===== src/rtl/sd_host_cmd.sv =====
// SD-bus host command initiator: free-running SD_CLK, CRC7-protected 48-bit
// command frame out on CMD, optional 48/136-bit response capture and checking.
module sd_host_cmd #(
  parameter int CLK_DIV_HALF = 4,
  parameter int NCR_MAX      = 64,
  parameter int NRC_GAP      = 8
) (
  input  logic         clk,
  input  logic         reset,
  input  logic         start,
  input  logic [5:0]   cmd_index,
  input  logic [31:0]  cmd_arg,
  input  logic [1:0]   resp_type,
  output logic         busy,
  output logic         done,
  output logic [127:0] resp,
  output logic         crc_err,
  output logic         index_err,
  output logic         timeout,
  output logic         sd_clk_o,
  input  logic         sd_cmd_i,
  output logic         sd_cmd_o,
  output logic         sd_cmd_t
);

  localparam int DW = $clog2(CLK_DIV_HALF + 1);
  localparam int CW = 16;

  typedef enum logic [2:0] {S_IDLE, S_TX, S_WAIT, S_RX, S_GAP} state_t;
  state_t state, state_n;

  // CRC7 (x^7+x^3+1, init 0). Leading zero bits leave a zero register
  // unchanged, so shorter fields are simply zero-extended to 120 bits.
  function automatic logic [6:0] crc7(input logic [119:0] d);
    logic [6:0] c;
    c = '0;
    for (int i = 119; i >= 0; i--) begin
      if (d[i] ^ c[6]) c = {c[5:0], 1'b0} ^ 7'h09;
      else             c = {c[5:0], 1'b0};
    end
    return c;
  endfunction

  logic [DW-1:0]  div_cnt;
  logic           tick, fall_evt, rise_evt;
  logic [5:0]     idx_q;
  logic [1:0]     rt_q;
  logic [47:0]    frame_q;
  logic [7:0]     bit_cnt;
  logic [CW-1:0]  wait_cnt;
  logic [126:0]   rx_sr;
  logic [127:0]   rx_next;
  logic           rx_last, accept;
  logic [127:0]   resp_calc;
  logic           crc_bad, idx_bad;

  assign tick     = (div_cnt == DW'(CLK_DIV_HALF - 1));
  assign fall_evt = tick & sd_clk_o;
  assign rise_evt = tick & ~sd_clk_o;
  assign accept   = (state == S_IDLE) && start && !done;
  assign rx_next  = {rx_sr, sd_cmd_i};
  assign rx_last  = (bit_cnt == ((rt_q == 2'd2) ? 8'd135 : 8'd47));

  always_ff @(posedge clk) begin
    if (reset) begin
      div_cnt  <= '0;
      sd_clk_o <= 1'b0;
    end else if (tick) begin
      div_cnt  <= '0;
      sd_clk_o <= ~sd_clk_o;
    end else begin
      div_cnt  <= div_cnt + 1'b1;
    end
  end

  // Response mapping and checks on the frame including the bit arriving now.
  always_comb begin
    resp_calc = '0;
    crc_bad   = ~rx_next[0];
    idx_bad   = 1'b0;
    if (rt_q == 2'd2) begin
      resp_calc = rx_next;
      if (crc7(rx_next[127:8]) != rx_next[7:1]) crc_bad = 1'b1;
    end else begin
      resp_calc = {90'b0, rx_next[45:40], rx_next[39:8]};
      if (rt_q == 2'd1) begin
        if (crc7({80'b0, rx_next[47:8]}) != rx_next[7:1]) crc_bad = 1'b1;
        idx_bad = (rx_next[45:40] != idx_q);
      end
    end
  end

  always_ff @(posedge clk) begin
    if (reset) state <= S_IDLE;
    else       state <= state_n;
  end

  always_comb begin
    state_n = state;
    case (state)
      S_IDLE: if (accept) state_n = S_TX;
      S_TX:   if (fall_evt && bit_cnt == 8'd48)
                state_n = (rt_q == 2'd0) ? S_GAP : S_WAIT;
      S_WAIT: if (rise_evt) begin
                if (!sd_cmd_i)                           state_n = S_RX;
                else if (wait_cnt == CW'(NCR_MAX - 1))   state_n = S_GAP;
              end
      S_RX:   if (rise_evt && rx_last) state_n = S_GAP;
      S_GAP:  if (rise_evt && wait_cnt == CW'(NRC_GAP - 1)) state_n = S_IDLE;
      default: state_n = S_IDLE;
    endcase
  end

  always_ff @(posedge clk) begin
    if (reset) begin
      busy      <= 1'b0;
      done      <= 1'b0;
      resp      <= '0;
      crc_err   <= 1'b0;
      index_err <= 1'b0;
      timeout   <= 1'b0;
      sd_cmd_o  <= 1'b1;
      sd_cmd_t  <= 1'b1;
      idx_q     <= '0;
      rt_q      <= '0;
      frame_q   <= '0;
      bit_cnt   <= '0;
      wait_cnt  <= '0;
      rx_sr     <= '0;
    end else begin
      done <= 1'b0;
      if (state_n != state) wait_cnt <= '0;
      else if (rise_evt)    wait_cnt <= wait_cnt + 1'b1;

      case (state)
        S_IDLE: if (accept) begin
          idx_q     <= cmd_index;
          rt_q      <= resp_type;
          frame_q   <= {2'b01, cmd_index, cmd_arg,
                        crc7({80'b0, 2'b01, cmd_index, cmd_arg}), 1'b1};
          busy      <= 1'b1;
          resp      <= '0;
          crc_err   <= 1'b0;
          index_err <= 1'b0;
          timeout   <= 1'b0;
          bit_cnt   <= '0;
          rx_sr     <= '0;
        end
        S_TX: if (fall_evt) begin
          if (bit_cnt == 8'd48) begin
            sd_cmd_t <= 1'b1;
            sd_cmd_o <= 1'b1;
          end else begin
            sd_cmd_o <= frame_q[47];
            sd_cmd_t <= 1'b0;
            frame_q  <= {frame_q[46:0], 1'b0};
            bit_cnt  <= bit_cnt + 1'b1;
          end
        end
        S_WAIT: if (rise_evt) begin
          // The start bit is implied by the count; it never needs storing.
          if (!sd_cmd_i)                          bit_cnt <= 8'd1;
          else if (wait_cnt == CW'(NCR_MAX - 1))  timeout <= 1'b1;
        end
        S_RX: if (rise_evt) begin
          rx_sr   <= rx_next[126:0];
          bit_cnt <= bit_cnt + 1'b1;
          if (rx_last) begin
            resp      <= resp_calc;
            crc_err   <= crc_bad;
            index_err <= idx_bad;
          end
        end
        S_GAP: if (rise_evt && wait_cnt == CW'(NRC_GAP - 1)) begin
          done <= 1'b1;
          busy <= 1'b0;
        end
        default: ;
      endcase
    end
  end

endmodule

===== config.mk =====
export PLATFORM = sky130hd
export DESIGN_NAME = sd_host_cmd
export DESIGN_NICKNAME = d
export VERILOG_FILES = /design/src/rtl/sd_host_cmd.sv
export SDC_FILE = /design/constraint.sdc
export NUM_CORES = 1
export LEC_CHECK = 0
export ABC_AREA = 0
export BUFFER_PORTS_ARGS = -buffer_cell sky130_fd_sc_hd__buf_2
export CELL_PAD_IN_SITES_DETAIL_PLACEMENT = 1
export CELL_PAD_IN_SITES_GLOBAL_PLACEMENT = 2
export CORE_MARGIN = 4
export CORE_UTILIZATION = 36
export DETAILED_ROUTE_END_ITERATION = 10
export PLACE_DENSITY_LB_ADDON = 0.1
export RECOVER_POWER = 100
export SYNTH_ARGS = -nofsm -noshare
export SYNTH_HDL_FRONTEND = slang
export SYNTH_SLANG_ARGS = --single-unit
export TNS_END_PERCENT = 20

===== constraint.sdc =====
create_clock -name clk -period 6.2 [get_ports clk]
set_input_delay 0.93 -clock clk [delete_from_list [all_inputs] [get_ports clk]]
set_output_delay 0.93 -clock clk [all_outputs]
set_load 0.005 [all_outputs]

==> After elaboration in Yosys (flattened, before gate mapping) <==
Index checks and enable logic that the tools add are counted.
{ "classes": {"bitwise": 559, "n_reduce_logical": 24, "n_eq_ne": 25, "addsub": 3, "mux": 1127} }
{ "ops": {"columns": ["op", "n"], "rows": [
  ["$mux 7", 717],
  ["$mux 4", 358],
  ["$not 2->2", 357],
  ["$mux 128", 4],
  ["$pmux 128 s2", 1],
  ["$mux 127", 2],
  ["$pmux 127 s2", 1],
  ["$xor 1x1->1", 197],
  ["$mux 48", 3],
  ["$pmux 48 s2", 1],
  ["$mux 8", 7],
  ["$pmux 8 s4", 1],
  ["$mux 3", 8],
  ["$ne 2x2->1 const B", 10],
  ["$mux 1", 19],
  ["$add 16x1->16 const B", 1],
  ["$eq 16x3->1 const B", 1],
  ["$eq 16x6->1 const B", 1],
  ["$pmux 3 s5", 1],
  ["$ne 7x7->1", 2],
  ["$eq 3x2->1 const B", 3],
  ["$add 8x1->8 const B", 1],
  ["$eq 8x6->1 const B", 1],
  ["$eq 8x8->1", 1],
  ["other kinds (22)", 40]
]} }
{ "totals": {"regBits": 349, "output_inout_bits": 136, "wordCells": 1755} }

==> Logic depth before layout (Yosys ltp) <==
{ "logic_depth": {"ltp_word": 600, "mapped_depth": 16, "ltp_nobuf": 13} }

==> Worst setup path before layout <==
OpenSTA, ideal clock, no wires.
{ "synth_timing": {"kind": "register -> register", "startpoint": "register rx_sr[120]", "endpoint": "register crc_err", "t_required_ns": 6.066, "path_stages_with_launch": 14, "n_path_buf": 0, "period_less_slack_ns": 4.932, "arrival_ns": 4.798, "path_slack_ns": 1.268, "cell_sequence": "dfxtp_1 > xor2_1 > xnor2_1 > xnor3_2 > xor3_1 > xnor3_1 > xnor3_1 > xnor3_1 > xnor3_1 > xnor3_2 > xnor3_1 > or3_1 > a2111oi_2 > a31oi_1"} }
{ "synth_via": {"elab_chain_len": 219} }
{ "synth_rtl": {"columns": ["item", "line_no", "source"], "rows": [
  ["from (decl)", "51", "logic [126:0] rx_sr;"],
  ["from (signal assigned)", "166", "rx_sr <= rx_next[126:0];"],
  ["$xor 1x1->1 *", "38", "if (d[i] ^ c[6]) c = {c[5:0], 1'b0} ^ 7'h09;"],
  ["$mux 4 *", "38", null],
  ["$mux 7 *", "81", "if (rt_q == 2'd2) begin"],
  ["$mux 4", "38", null],
  ["$mux 7 *", "81", null],
  ["$mux 4", "38", null],
  ["$mux 7 *", "81", null],
  ["$not 2->2 (no source line)", null, null],
  ["[... 203 more ...]", null, null],
  ["$mux 4", "38", null],
  ["$mux 7 *", "81", null],
  ["$ne 7x7->1 *", "83", "if (crc7(rx_next[127:8]) != rx_next[7:1]) crc_bad = 1'b1;"],
  ["$mux 1 *", "83", null],
  ["$mux 1 *", "81", null],
  ["$mux 1 *", "168", "if (rx_last) begin"],
  ["$mux 1 *", "165", "S_RX: if (rise_evt) begin"],
  ["$pmux 1 s2 *", "135", "case (state)"],
  ["to (signal assigned)", "170", "crc_err <= crc_bad;"],
  ["to (decl)", "17", "output logic crc_err,"]
]} }
Mark *: on every way between the ends. The rest lies on a longest branch, timed or not. The select of a mux whose other input is x is not followed.
A chain may end at the register's enable or synchronous reset.

==> Worst setup path in the final report <==
{ "layout_timing": {"startpoint": "register rx_sr[122]", "endpoint": "register crc_err"} }
{ "layout_via": {"elab_chain_len": 224} }
{ "layout_rtl": {"columns": ["item", "line_no"], "rows": [
  ["$xor 1x1->1 *", "38"],
  ["$mux 4 *", "38"],
  ["$mux 7 *", "81"],
  ["$mux 4", "38"],
  ["$mux 7 *", "81"],
  ["$mux 4", "38"],
  ["$mux 7 *", "81"],
  ["$not 2->2 (no source line)", null],
  ["[... 208 more ...]", null],
  ["$mux 4", "38"],
  ["$mux 7 *", "81"],
  ["$ne 7x7->1 *", "83"],
  ["$mux 1 *", "83"],
  ["$mux 1 *", "81"],
  ["$mux 1 *", "168"],
  ["$mux 1 *", "165"],
  ["$pmux 1 s2 *", "135"]
]} }
Marked as above.

==> results.md <==
- Status: finished, violations left
- Failing checks: capacitance limit, slew limit
- CTS tree: built
- Adder-Cell Fraction of Synth Area: 0.347%
- Hold_sp: div_cnt[0]
- Setup Skew: 0.0133 ns
- Reg2Reg Depth: 13
- HP Class: flip-flop to flip-flop
- H-tree depth: 2
- Most used DFF post-synth: dfxtp_1
- Clk_lat worst skew: 0.56 ns
- Synth top area cells: dfxtp_1, xnor2_1, nand2_1
- Fillers: 5889
- Routed wire length: 54.1 mm
- Final setup fails: 0
- Root buffer cell: clkbuf_16
- Synthesis Warnings: 0
- Largest net degree at the start of global routing: 183
- CP Class: flip-flop to flip-flop
- Dpl hpwl: 37.0 mm
- CP Capture Type: flip-flop
- Crit-path cells: xor3_1 > xnor3_1 > xnor2_1 > xor3_1 > xnor3_1 > xnor3_1 > xnor3_1 > xnor3_1 > xnor3_2 > xnor3_1 > or3_1 > a2111oi_0 > a31oi_1
- Setup tns final: 0 ns
- Routed wire per std cell: 18.6 um
- EDFF count, synth: 0
- Die X: 232 um
- First-pass GRT wire length: 87.4 mm
- Die Span Y: 232 um
- Worst rel slew slack: -115%
- DR pass1 iterations: 5
- Worst setup path startpoint: rx_sr[122]
- Synth cell count leaders: nand2_1, dfxtp_1, a21oi_1
- Synth Area in Simple Gates: 19.8%
- Clock-pin slew on the worst setup and hold paths: 0.07 ns
- Vias per cell: 5.12
- Die ar.: 0.0537 mm2
- Antenna cells: 0
- Post-Synth XOR/XNOR Area: 24.8%
- Slowest CP cell: dfxtp_1
- Startpoint types: flip-flop
- Synth area leader: dfxtp_1
- Top-Level Pins: 180
- Area grow syn2layout: 13.4%
- Syn_area_per_cell: 8.33 um2
- DR DRC count: 0
- Overall power after layout: 0.00547 W
- Critical path fanouts, max: 7
- DP Area: 0.0192 mm2
- Cts bufs inserted: 42
- Crit path buf inv count: 0
- Netlist cell types: 44
- Share of cells above drive strength 1: 8.77%
- Number of setup buffers added after CTS: 0
- Req. time, crit path: 6.62 ns
- Worst Hold Path Cells: 1
- Cell repeated most along the worst path: xnor3_1
- Slew @ Worst Pin: 3.22 ns
- Stages on the worst setup path: 13
- Fin util: 41.6%
- Overall Global Routing Usage: 19.8%
- Vias in the first global route: 15500
- Worst r2r src: rx_sr[122]
- Critical path's top delay family: XOR/XNOR gates
- Placed insts: 2837
- F_max: 0.181 GHz
- Max-cap violations: 7
- Post-synthesis mux area share: 0.389%
- Number of synthesized register bits: 349
- Max clock buf depth: 3
- Core Footprint: 0.0492 mm2
- Hold buffer count at CTS: 0
- PwrDens: 268 mW/mm2
- Area of the mapped netlist: 0.0180 mm2
- Buffers on Ports: 179
- Initial Utilization: 36.6%
- Fin crit period: 5.53 ns
- Site Rows: 81
- Pins over their slew limit: 587
- Finished Cell Area: 0.0204 mm2
- Post-Synthesis Net Count: 2209
- Nets: 2266
- Leak Pwr: 7.39 nW
- Async S/R FF share, synth: 0%
- Max IR drop VDD: 227 uV
- Most frequent cell after synthesis: nand2_1
- Non-Filler Instances: 2910
- Post-synthesis cell count: 2160
- Largest family of logic cells by synthesized area: XOR/XNOR gates
- CP max stage delay: 0.53 ns
- Part of the Yosys area used for sequential elements: 38.8%
- Total clock sinks: 349
- Gr ovfl total: 0
- Complex-gate fraction of the synthesized area: 11.8%
- Fin. Hold Viols: 0
- Synth top area share: 38.8%
- RSZ-0062 raised after global routing: false
- Initial antenna violation count: 0
- Critical Path AT: 5.95 ns
- Final cycle utilization of the critical path: 89.2%
- DRT iter0 DRCs: 714
- Vias: 14900
- RD Place Congestion: 0.834
- Quantity of gates resized following cts: 0
- Detail Route Antenna Nets: 0
==> path summary, 6_finish.rpt <==
kind                              endpoint  slack, ns
worst min register to register  div_cnt[0]       0.43
worst max register to register     crc_err       0.67
worst min-delay path            div_cnt[0]       0.43
worst max-delay path               crc_err       0.67
==> cells by family after synthesis <==
family / Yosys count
simple gates: 837
mux: 7
fa+ha+maj: 5
compound gates: 386
flops: 349
xor+xnor: 385
buf+inv: 191
==> power by group <==
| group | total [W] | leakage, nW | internal (W) | switching (W) |
|---|---|---|---|---|
| Combinational | 0.000745 | 3.90 | 0.000291 | 0.000454 |
| Sequential | 0.00232 | 2.82 | 0.00229 | 0.0000277 |
| Clock | 0.00241 | 0.669 | 0.00143 | 0.000980 |
| Total | 0.00547 | 7.39 | 0.00401 | 0.00146 |
==> routing by layer <==
layer	global-route usage, %	up-vias	wire length (um)	share of wire (%)
li1	-	7353	-	-
met5	0	-	0	0
met1	26.4	7286	24800	46
met4	5.19	0	1260	2.3
met3	2.89	65	1780	3.3
met2	33.8	207	26300	49
==> registers in the layout (all words and copies together) (netlist names), 3 cells and up <==
signal    count
resp        128
rx_sr       127
frame_q      48
wait_cnt     16
bit_cnt       8
idx_q         6
div_cnt       3
state         3
==> through the flow <==
step / hold WS [ns] / worst slack, ns
finish: 0.433 / 0.668
global route: 0.455 / 0.420
CTS: 0.434 / 0.765
detailed placement: 0.426 / 0.809
global placement: 0.412 / 0.977
floorplan: 0.404 / 1.27
==> worst reg2reg max path: cells and delay by family (launching register included) <==
| family | cells | cell delay [ns] |
|---|---|---|
| XOR/XNOR | 10 | 3.91 |
| AND/OR/NAND/NOR | 1 | 0.38 |
| flip-flops | 1 | 0.53 |
| AO/OA/AOI/OAI | 2 | 0.59 |
==> layout make-up <==
cell class | instances | area [um2] | share of cell area (%)
clock buffer | 61 | 1240 | 6.09
clock inverter | 12 | 92.6 | 0.453
inverter | 7 | 26.3 | 0.129
multi-input combinational | 1620 | 10300 | 50.6
sequential | 349 | 6990 | 34.2
tap | 664 | 831 | 4.07
timing repair buffer | 197 | 917 | 4.49
==> cells in the final DEF, fill, tap and decap left out, types with 4 or more instances in the layout <==
master | Yosys | routed
clkbuf_8 | 0 | 10
a21oi_1 | 312 | 312
xnor3_1 | 62 | 62
or3_1 | 5 | 5
nor2b_1 | 6 | 5
o21ai_0 | 17 | 17
xor3_1 | 9 | 9
inv_1 | 7 | 7
clkbuf_2 | 0 | 4
clkinv_2 | 0 | 9
clkbuf_16 | 0 | 43
xnor2_1 | 223 | 223
a31oi_1 | 4 | 4
nor2_1 | 131 | 127
and3_1 | 4 | 4
buf_4 | 3 | 13
nand2_1 | 420 | 420
nand4_1 | 4 | 4
dfxtp_1 | 349 | 349
nor3_1 | 9 | 9
a311oi_1 | 39 | 39
nand2b_1 | 6 | 6
buf_2 | 0 | 96
nor2_4 | 0 | 4
nand3_1 | 236 | 236
nor4_1 | 4 | 4
xor2_1 | 83 | 83
clkbuf_1 | 164 | 90
mux2i_1 | 7 | 7
ha_1 | 5 | 5
Power figures use the tool's default switching activity.
